## config.mk

```make
export PLATFORM = sky130hd
export DESIGN_NAME = mem_lat_pipe
export DESIGN_NICKNAME = d
export VERILOG_FILES = /design/src/rtl/mem_lat_pipe.sv
export SDC_FILE = /design/constraint.sdc
export NUM_CORES = 1
export LEC_CHECK = 0
export CELL_PAD_IN_SITES_DETAIL_PLACEMENT = 0
export CELL_PAD_IN_SITES_GLOBAL_PLACEMENT = 1
export CORE_AREA = 3 3 40 42
export DETAILED_ROUTE_END_ITERATION = 6
export DIE_AREA = 0 0 43 45
export GPL_ROUTABILITY_DRIVEN = 0
export GPL_TIMING_DRIVEN = 0
export PLACE_DENSITY_LB_ADDON = 0.15
export SLEW_MARGIN = 5
export SYNTH_ARGS = -nofsm -noshare
export SYNTH_HDL_FRONTEND = slang
export SYNTH_SLANG_ARGS = --single-unit
```

## constraint.sdc

```tcl
create_clock -name clk -period 0.8 [get_ports clk]
set_input_delay 0.16 -clock clk [delete_from_list [all_inputs] [get_ports clk]]
set_output_delay 0.16 -clock clk [all_outputs]
set_load 0.05 [all_outputs]
```

## src/rtl/mem_lat_pipe.sv

```systemverilog
// Fixed-latency valid+data shift pipeline with synchronous flush.
// Stage 0 captures the input at the clock edge; the last stage is the output,
// so data appears DEPTH edges after it is presented.
module mem_lat_pipe #(
  parameter int DEPTH = 1,
  parameter int WIDTH = 8
) (
  input  logic             clk,
  input  logic             rst_n,
  input  logic             in_valid,
  input  logic [WIDTH-1:0] in_data,
  output logic             out_valid,
  output logic [WIDTH-1:0] out_data
);

  logic             valid_q [DEPTH];
  logic [WIDTH-1:0] data_q  [DEPTH];

  // Shift every stage forward each cycle; reset empties the whole pipeline.
  always_ff @(posedge clk) begin
    // NOTE: sequential state uses non-blocking assignments so every stage
    // samples its predecessor's pre-edge value and the shift is order-independent.
    if (!rst_n) begin
      for (int i = 0; i < DEPTH; i++) begin
        valid_q[i] <= 1'b0;
        data_q[i]  <= '0;
      end
    end else begin
      valid_q[0] <= in_valid;
      data_q[0]  <= in_data;
      for (int i = 1; i < DEPTH; i++) begin
        valid_q[i] <= valid_q[i-1];
        data_q[i]  <= data_q[i-1];
      end
    end
  end

  assign out_valid = valid_q[DEPTH-1];
  assign out_data  = data_q[DEPTH-1];

endmodule

```

**Word-level counts from Yosys, hierarchy flattened**

Memories as Yosys holds them, arrays and structs flattened.
Index checks and enable logic that the tools add are counted.

- Register bits after elaboration: 0
- Bits in writable memories: 9
- Input bits: 11
- Output and inout bits: 9
- Word-level logic and storage cells: 10
- Memories: 2

Memories:

| name | depth | bits a word | rd ports | clocked after memory_dff | write ports | line | source |
|---|---|---|---|---|---|---|---|
| data_q | 1 | 8 | 1 | 0 | 1 | 17 | `logic [WIDTH-1:0] data_q [DEPTH];` |
| valid_q | 1 | 1 | 1 | 0 | 1 | 16 | `logic valid_q [DEPTH];` |

- Multiplexer cells: 6
- Reduce and logical (&&, ||, !) cells: 2

Operators by type and width:

| kind | count |
|---|---|
| $mux W8 | 1 |
| $reduce_or A8 Y1 | 1 |
| $mux W1 | 5 |
| $reduce_or A1 Y1 | 1 |

**Longest topological paths before layout**

- Depth in word-level cells: 3
- Mapped depth: 1
- Mapped depth without buffers: 1

**Worst setup path before layout**

No wires, ideal clock.

- Path kind: register -> output
- Start point: mem data_q[0][0]
- End point: out out_data[0]
- Data arrival time: 0.587 ns
- Data required time: 0.640 ns
- Path slack: 0.053 ns
- Cell stages (with the launch flop): 1
- Path buffers: 0
- Cell sequence: dfxtp_1

- Cells in the longest elaborated chain, start to end: 1

Ends and longest elaborated chain:

| item | line | source |
|---|---|---|
| start: declaration | 17 |  |
| $mem_v2 Z1 W8 | -- |  |
| end: declaration | 13 | `output logic [WIDTH-1:0] out_data` |

Every way passes these cells.

**Worst setup path after layout**

- Start point: mem data_q[0][2]
- End point: out out_data[2]

Same word-level chain as after synthesis.

==> metrics.md <==
| Metric | Value |
|---|---|
| Synth warn | `0` |
| Slew @ Worst Pin | `0.207 ns` |
| Utilization after layout | `40.8%` |
| CP startpoint kind | `register` |
| Placeable Area | `1280 µm²` |
| Final setup margin | `-0.0785 ns` |
| Share of layout cells above drive strength 1 | `51.2%` |
| Dominant cells by area after synthesis | `dfxtp_1, and2_1` |
| Crit end category | `output pin` |
| Area of the multi-input gates | `56.3 µm²` |
| Required @ worst endpoint | `0.64 ns` |
| Layout area overhead | `122%` |
| Register area share after synthesis | `76.2%` |
| Failing checks | `negative setup slack` |
| Syn nets | `29` |
| Remaining global-route overflow | `0` |
| WL/cell | `8.77 µm` |
| TritonCTS clock tree | `done` |
| FF/Latch Area | `191 µm²` |
| Initial Utilization | `18.4%` |
| Top delay family on crit path | `flip-flops` |
| Kind of critical path | `register to output pin` |
| Largest net degree at the start of global routing | `10` |
| Via density | `3.57` |
| Worst hold path stage count | `2` |
| Slew Viols, Final | `0` |
| Commonest non-fill, non-tap cell in the layout | `clkdlybuf4s50_1` |
| Via count | `200` |
| Die Span X | `43 µm` |
| Slowest cell on the critical path | `dfxtp_2` |
| Drt pass-1 iters | `1` |
| Max-Cap Viols | `0` |
| DRC errors left | `0` |
| Vias in the first global route | `206` |
| Cell Chain, Critical Path | `buf_8` |
| Ant. Diodes | `0` |
| Synth Cell Area | `236 µm²` |
| Top Ports | `20` |
| Worst Path Buf+Inv | `1` |
| CTS Buf Count | `3` |
| Die area | `1940 µm²` |
| Period Utilization, post-route | `110%` |
| Die Span Y | `45 µm` |
| Hold Violations, Final | `0` |
| Post-layout minimum cycle time | `0.878 ns` |
| Leak | `0.220 nW` |
| Worst hold start | `in_valid` |
| Cell Rows | `13` |
| Most frequent cells in the layout | `clkdlybuf4s50_1, and2_1, dfxtp_2, buf_8, clkbuf_4` |
| Clk slew on worst S/H paths | `0.06 ns` |
| IO Port Bufs | `19` |
| Run status | `complete, but fails checks` |
| Post-synth top area share | `76.2%` |
| Mean Syn Cell Area | `13.1 µm²` |
| Slew headroom | `86.1%` |
| Post-synthesis cell count | `18` |
| Initial antenna violation count | `0` |
| Clk sinks | `9` |
| Fin Setup TNS | `-0.673 ns` |
| Hold Path Sink | `valid_q[0]` |
| Fillers | `128` |
| Worst Hold Class | `input port to register` |
| GRT Overall Usage | `6.10%` |
| Final ANT Viol Nets | `0` |
| Power Density | `1980 nW/µm²` |
| Hold_buf cts | `0` |
| WHS | `0.464 ns` |
| Final WL | `491 µm` |
| Peak VDD IR | `0.796 mV` |
| CTS H-tree depth | `1` |
| Critical path fanouts, max | `1` |
| Critical path arrival | `0.72 ns` |
| CP peak stage delay | `0.33 ns` |
| Yosys cell types | `2` |
| Setup bufs post-CTS | `0` |
| Nets | `53` |
| Max Fclk | `1.14 GHz` |
| Final setup violation count | `9` |
| RSZ-0062 raised after global routing | `true` |
| First-pass GRT wire length | `807 µm` |
| CTS max path bufs | `2` |
| Drt initial violations | `0` |
| Yosys top cell by area | `dfxtp_1` |
| FF+latch count, synth | `9` |
| Clk root buf | `clkbuf_4` |
-- report_power, final --
part           total, mW  leakage, nW  internal (mW)  switching [mW]
registers          0.492       0.0774          0.478          0.0143
logic              0.220        0.128          0.114           0.106
clock network      0.329       0.0150          0.191           0.138
-- worst max path at each step --
stage                       from  cells past startpoint          end
detailed placement  data_q[0][2]                      1  out_data[2]
finish              data_q[0][2]                      1  out_data[2]
CTS                 data_q[0][2]                      1  out_data[2]
global route        data_q[0][4]                      1  out_data[4]
global placement    data_q[0][7]                      1  out_data[7]
floorplan           data_q[0][0]                      0  out_data[0]
-- flip-flops by register name (all words and copies together), names as in the netlist --
signal and cells:
data_q 8, valid_q 1
-- per-stage QoR --
step / total power [mW] / cells / worst slack [ns] / instance area, µm²
detailed placement: 0.687 / 52 / -0.453 / 445
CTS: 1.06 / 56 / -0.0971 / 517
global placement: 0.685 / 52 / -0.449 / 445
floorplan: 0.589 / 18 / 0.0527 / 236
global route: 1.10 / 56 / -0.118 / 524
finish: 1.04 / 56 / -0.0785 / 524
-- cell type report --
type	count	area share, %
Sequential cell	9	36.5
Timing Repair Buffer	19	44.2
Multi-Input combinational cell	9	10.7
Tap cell	15	3.58
Clock buffer	4	5.01
-- cell usage after synthesis --
cell / instances
and2_1: 9
dfxtp_1: 9
-- cell families after synthesis --
group / synth area share [%]
simple gates: 23.8
flops: 76.2
-- routing by layer --
metal  part of all wire [%]  track usage [%]
met5                      0                0
met4                      0             3.61
met3                     12             3.98
met2                     58             10.5
met1                     31             5.35
-- timing repair --
action                                  4_1_cts  5_1_grt
gates resized for setup                      78        2
endpoints found under the setup margin        9        9
gates cloned                                  0        0
pin swaps                                     0        0
Power figures use the tool's default switching activity.
